$ cat src/rtl/uart_tx_ctl_pkg.sv
// Shared UART definitions: FSM state encodings, default bit period and
// frame-length helpers used by the transmit and receive controllers.
package uart_tx_ctl_pkg;

    typedef enum logic [2:0] {
        ST_IDLE   = 3'd0,
        ST_START  = 3'd1,
        ST_DATA   = 3'd2,
        ST_PARITY = 3'd3,
        ST_STOP   = 3'd4
    } tx_state_t;

    // 50 MHz system clock, 115200 baud
    localparam int DEF_BPS_DIV = 434;
    localparam int DATA_BITS   = 8;

    // Bits in one frame: start + data + optional parity + stop bits
    function automatic int frame_bits(input int parity_en, input int stop_bits);
        return 1 + DATA_BITS + parity_en + stop_bits;
    endfunction

    // Clock cycles in one frame
    function automatic int frame_cycles(input int bps_div, input int parity_en, input int stop_bits);
        return frame_bits(parity_en, stop_bits) * bps_div;
    endfunction

endpackage

$ cat src/rtl/uart_tx_ctl_bps.sv
// Baud divider for the transmitter: counts 0..BPS_DIV-1 while enabled and
// flags the terminal count. Disabling the count clears it, so every frame
// starts on a full bit period.
module tx_bps_module
    import uart_tx_ctl_pkg::*;
#(
    parameter int BPS_DIV = DEF_BPS_DIV
)(
    input  logic CLK,
    input  logic RST,
    input  logic Count_Sig,
    output logic BPS_Tick
);

    localparam int CNT_W = (BPS_DIV > 1) ? $clog2(BPS_DIV) : 1;
    localparam logic [CNT_W-1:0] TERM = CNT_W'(BPS_DIV - 1);

    logic [CNT_W-1:0] r_cnt;

    // Bit-period counter, wraps on terminal count and holds at zero when idle
    always_ff @(posedge CLK or posedge RST) begin
        if (RST) begin
            r_cnt <= '0;
        end else if (!Count_Sig) begin
            r_cnt <= '0;
        end else if (r_cnt == TERM) begin
            r_cnt <= '0;
        end else begin
            r_cnt <= r_cnt + 1'b1;
        end
    end

    assign BPS_Tick = Count_Sig && (r_cnt == TERM);

endmodule

$ cat src/rtl/uart_tx_ctl.sv
// UART transmit controller: one-deep holding register feeding a frame FSM
// (start, 8 data bits LSB first, optional parity, 1 or 2 stop bits).
// A byte held during a frame is launched on the last stop-bit tick so
// back-to-back frames have no idle gap.
module uart_tx_ctl
    import uart_tx_ctl_pkg::*;
#(
    parameter int BPS_DIV    = DEF_BPS_DIV,
    parameter int PARITY_EN  = 0,
    parameter int PARITY_ODD = 0,
    parameter int STOP_BITS  = 1
)(
    input  logic       CLK,
    input  logic       RST,
    input  logic       TX_En_Sig,
    input  logic [7:0] TX_Data,
    output logic       TX_Ready,
    output logic       TX_Busy,
    output logic       TX_Done_Sig,
    output logic       TX_Pin_Out
);

    localparam logic       PAR_ODD   = (PARITY_ODD != 0);
    localparam logic       LAST_STOP = (STOP_BITS > 1) ? 1'b1 : 1'b0;
    localparam logic [2:0] LAST_IDX  = 3'(DATA_BITS - 1);

    tx_state_t  r_state;
    logic [7:0] r_hold;
    logic [7:0] r_shift;
    logic [2:0] r_idx;
    logic       r_stop_cnt;
    logic       r_ready;
    logic       r_busy;
    logic       r_done;
    logic       r_pin;

    logic       w_tick;
    logic       w_write;
    logic       w_last_stop;
    logic       w_load;
    logic       w_parity;

    tx_bps_module #(
        .BPS_DIV (BPS_DIV)
    ) u_bps (
        .CLK       (CLK),
        .RST       (RST),
        .Count_Sig (r_busy),
        .BPS_Tick  (w_tick)
    );

    // r_ready low means the holding register is occupied
    assign w_write     = TX_En_Sig && r_ready;
    assign w_last_stop = (r_stop_cnt == LAST_STOP);
    assign w_load      = !r_ready &&
                         ((r_state == ST_IDLE) ||
                          ((r_state == ST_STOP) && w_tick && w_last_stop));
    assign w_parity    = (^r_shift) ^ PAR_ODD;

    // Byte storage: capture on accepted write, move to shifter on frame load
    always_ff @(posedge CLK) begin
        if (w_write) begin
            r_hold <= TX_Data;
        end
        if (w_load) begin
            r_shift <= r_hold;
        end
    end

    // Frame FSM with registered pin, busy, ready and done outputs
    always_ff @(posedge CLK or posedge RST) begin
        if (RST) begin
            r_state    <= ST_IDLE;
            r_idx      <= '0;
            r_stop_cnt <= 1'b0;
            r_ready    <= 1'b1;
            r_busy     <= 1'b0;
            r_done     <= 1'b0;
            r_pin      <= 1'b1;
        end else begin
            r_done <= 1'b0;
            if (w_write) begin
                r_ready <= 1'b0;
            end
            if (w_load) begin
                // From STOP this edge also ends the previous frame
                if (r_state == ST_STOP) begin
                    r_done <= 1'b1;
                end
                r_ready <= 1'b1;
                r_state <= ST_START;
                r_busy  <= 1'b1;
                r_pin   <= 1'b0;
            end else begin
                case (r_state)
                    ST_IDLE: begin
                        r_busy <= 1'b0;
                        r_pin  <= 1'b1;
                    end
                    ST_START: begin
                        if (w_tick) begin
                            r_state <= ST_DATA;
                            r_idx   <= '0;
                            r_pin   <= r_shift[0];
                        end
                    end
                    ST_DATA: begin
                        if (w_tick) begin
                            if (r_idx == LAST_IDX) begin
                                if (PARITY_EN != 0) begin
                                    r_state <= ST_PARITY;
                                    r_pin   <= w_parity;
                                end else begin
                                    r_state    <= ST_STOP;
                                    r_stop_cnt <= 1'b0;
                                    r_pin      <= 1'b1;
                                end
                            end else begin
                                r_idx <= r_idx + 3'd1;
                                r_pin <= r_shift[r_idx + 3'd1];
                            end
                        end
                    end
                    ST_PARITY: begin
                        if (w_tick) begin
                            r_state    <= ST_STOP;
                            r_stop_cnt <= 1'b0;
                            r_pin      <= 1'b1;
                        end
                    end
                    ST_STOP: begin
                        if (w_tick) begin
                            if (w_last_stop) begin
                                r_done  <= 1'b1;
                                r_state <= ST_IDLE;
                                r_busy  <= 1'b0;
                                r_pin   <= 1'b1;
                            end else begin
                                r_stop_cnt <= r_stop_cnt + 1'b1;
                            end
                        end
                    end
                    default: begin
                        r_state <= ST_IDLE;
                        r_busy  <= 1'b0;
                        r_pin   <= 1'b1;
                    end
                endcase
            end
        end
    end

    assign TX_Ready    = r_ready;
    assign TX_Busy     = r_busy;
    assign TX_Done_Sig = r_done;
    assign TX_Pin_Out  = r_pin;

endmodule

$ cat config.mk
export PLATFORM = sky130hd
export DESIGN_NAME = uart_tx_ctl
export DESIGN_NICKNAME = d
export VERILOG_FILES = /design/src/rtl/uart_tx_ctl_pkg.sv /design/src/rtl/uart_tx_ctl_bps.sv /design/src/rtl/uart_tx_ctl.sv
export SDC_FILE = /design/constraint.sdc
export NUM_CORES = 1
export LEC_CHECK = 0
export CORE_MARGIN = 2
export CORE_UTILIZATION = 50
export CTS_CLUSTER_DIAMETER = 150
export DETAILED_ROUTE_END_ITERATION = 6
export PLACE_DENSITY = 0.76
export SETUP_SLACK_MARGIN = 0.4
export SLEW_MARGIN = 0
export SYNTH_ARGS = -nofsm -noshare
export SYNTH_HDL_FRONTEND = slang
export SYNTH_SLANG_ARGS = --single-unit
$ cat constraint.sdc
create_clock -name CLK -period 2 [get_ports CLK]
set_clock_uncertainty 0.15 [all_clocks]
set_input_delay 0.5 -clock CLK [delete_from_list [all_inputs] [get_ports CLK]]
set_output_delay 0.5 -clock CLK [all_outputs]
set_load 0.05 [all_outputs]
==> results.md <==
* Number of hold-slack violations in the final timing report at 0
* Combined area of the multi-input logic cells at ~630 µm²
* Wire length reported by the detailed router at 2684 µm
* Reg clk slew, reported paths at 0.11 ns
* Type of the worst setup path: flip-flop to flip-flop
* Later-pin clock latency in the skew report at between 0.3 and 0.4 ns
* Count of flip-flops with a built-in enable after synthesis at 16
* Die span in x at 59.19 µm
* Top Ports at 15
* Largest fanout of any net on the critical path at 3
* Async S/R FF share, synth at 54.29%
* Post-layout min period at between 1.5 and 2 ns
* DR vias at 994
* Core occupancy in the finished layout at 67.86%
* Starting density of the core at 51.13%
* Area growth from synthesis to layout at 32.70%
* DRC violation total after the first TritonRoute iteration at 25
* Result of the run: completed
* Relative slew slack at between 60% and 70%
* Required arrival time at the worst endpoint at 2.13 ns
* Cells after Synth at 118
* Total grt overflow at 0
* Final weighted congestion in routability-driven placement at slightly above 0.8
* Flip-flop cell with the highest count after synthesis: sky130_fd_sc_hd__dfrtp_1
* Antenna diode count at 0
* Port Buf Inserts at 14
* Slew at the pin closest to its max-slew limit at 0.4801 ns
* Average via count per standard cell at 5.373
* Maximum cell stage delay along the critical path at ~0.48 ns
* Number of different library cells in the post-synthesis netlist at 37
* Final number of max-transition violations at 0
* DRC errors left at 0
* Crit path arrival time at 2.04 ns
* Root Buffer Master: sky130_fd_sc_hd__clkbuf_4
* Total standard cell area after synthesis at 0.001523 mm²
* Cells traversed along the worst timing path: ha_4, mux4_2, mux2i_1, a2bb2oi_1, mux2_2
* Number of nets with antenna violations after detailed routing at 0
* Wire length of the first global-routing pass at 4367 µm
* H-Tree Level Count at 2
* Slowest-stage cell, CP: sky130_fd_sc_hd__mux4_2
* Register area at around 960 µm²
* Finished Layout Cells at 185
* Core area at 0.002978 mm²
* Vias in the first global route at 950
* Fraction of the cycle the final worst path needs at between 90% and 100%
* Setup repair after global routing missed its margin: yes
* Highest-count cells in the layout ignoring fill and taps: sky130_fd_sc_hd__dfrtp_1 (16), sky130_fd_sc_hd__edfxtp_1 (16), sky130_fd_sc_hd__nor2_1 (13)
* Inserted Clock Buffers at 5
* Fmax achieved at about 0.52 GHz
* Max-Cap Viols at 0
* VDD IR-drop max at 0.5183 mV
* TritonRoute pass-1 iters at 4
* Count of standard-cell rows at 20
* Total of flip-flops plus latches after synthesis at 35
* Maximum number of pins on one net before global-route repair at 20
* Setup-violating endpoint count in the final report at 0
* Post-synthesis average cell area at 12.90 µm²
* Synthesized Nets at about 130
* Total global-route track usage at ~18%
* Number of fillers in the final layout at 219
* Final Total Pwr at around 1.3 mW
* Post-placement cell count at 164
* Initial antenna violation count at 0
* Fin nets at ~170
* Yosys warns at 0
* Fraction of the yosys area taken by sequential cells at 62.94%
* Maximum clock insertion buffer count at 2
* Power per Cell Area at 638.6 mW/mm²
* Crit path launch type: flip-flop
* TritonCTS clock tree: yes
* Standby leakage power at 0.8119 nW
* Crit path capture type: flip-flop
* Average routed wire per standard cell at 14.51 µm
* DP HPWL at about 1700 µm
* Overall die area at 0.003503 mm²
* Final setup TNS at 0 ns
* Clk sink count at 35
* DIE HEIGHT at 59.19 µm
* Layout cell share with drive strength beyond 1 at around 36%
* Type of the tightest min-delay check: flip-flop to flip-flop
-- report_power, final --
group / internal (mW) / switching (mW) / total [mW] / leakage [nW]
registers: 0.750 / 0.000000000000000442 / 0.750 / 0.380
logic: 0.0184 / 0.0105 / 0.0289 / 0.387
clock network: 0.263 / 0.249 / 0.512 / 0.0452
-- registers in the layout, summed over array words and instances, names as in the netlist --
| name | count |
|---|---|
| TX_Ready | 1 |
| TX_Busy | 1 |
| TX_Pin_Out | 1 |
| r_state | 3 |
| u_bps.r_cnt | 9 |
| TX_Done_Sig | 1 |
| r_shift | 8 |
| r_hold | 8 |
| r_idx | 3 |
-- cell families (layout without fill, tap and decap cells) --
logic type	after synthesis	after routing	share of synthesized area, %
and+or+nand+nor	41	41	13.64
DFF	35	35	62.94
AOI/OAI and AO/OA	16	17	6.902
buffers and inverters	9	42	2.957
xor gates and xnor gates	7	7	4.026
muxes	6	6	6.245
adders and majority gates	4	4	3.287
-- critical path, delay by kind of cell (launching register included) --
kind                       cells  cell delay, ns
adders and majority gates      1            0.29
DFF                            1            0.44
AOI/OAI and AO/OA              1            0.07
muxes                          3            0.89
-- layout make-up --
| class | count | area share [%] |
|---|---|---|
| multi-input cells | 75 | 31.08 |
| clock buffers | 5 | 1.858 |
| clock inverters | 3 | 2.167 |
| repair buffers | 28 | 14.24 |
| well taps | 33 | 2.043 |
| flip-flops and latches | 35 | 47.49 |
| inverters | 6 | 1.115 |
-- metal layers --
metal	vias to the layer above	GRT usage (%)	routed length, µm
li1	489	-	-
met1	478	22.34	1178
met2	22	26.37	1348
met3	5	6.550	105
met4	0	8.766	51
met5	-	0	0
-- worst paths after layout --
kind | startpoint | to | slack [ns] | cells after the start
min in group asynchronous | RST | u_bps.r_cnt[5] | 0.31 | 3
worst max-delay path | r_idx[0] | TX_Pin_Out | 0.09 | 5
worst min register to register | r_hold[7] | r_shift[7] | 0.28 | 0
worst max register to register | r_idx[0] | TX_Pin_Out | 0.09 | 5
worst min-delay path | r_hold[7] | r_shift[7] | 0.28 | 0
max in group asynchronous | RST | TX_Pin_Out | 1.13 | 3
-- through the flow --
step           instance area, µm²  hold WS [ns]  setup WS, ns
3_5_place_dp                 1764        0.2545       0.05097
3_3_place_gp                 1764        0.2553       0.07704
2_1_floorplan                1569        0.2503        0.1326
5_1_grt                      2021        0.2880      -0.01086
6_report                     2021        0.2805       0.08977
4_1_cts                      1959        0.2813       0.08556
-- Yosys cell counts, drive strengths merged (2+ instances only) --
library cell	count	share of area, %
a22o	2	1.3
and2	3	1.3
nor2	17	4.2
clkbuf	2	1.1
ha	4	3.3
o21ai	3	0.99
mux2	2	1.7
or3	3	1.6
o22ai	2	0.82
mux2i	2	1.3
dfrtp	17	28
edfxtp	16	32
mux4	2	3.2
a21oi	5	1.6
nand2	5	1.2
inv	6	1.5
nand3	4	1.3
nor3	3	0.99
xnor2	6	3.5
dfstp	2	3.5
-- repair_timing --
action / 4_1_cts / 5_1_grt
cloned: 1 / 0
buffers inserted: 10 / 2
setup endpoints to repair: 18 / 30
resized for setup: 7 / 12
pin swaps: 7 / 6
hold buffers: 0 / 0
No activity file was read; power rests on OpenSTA's default activity.
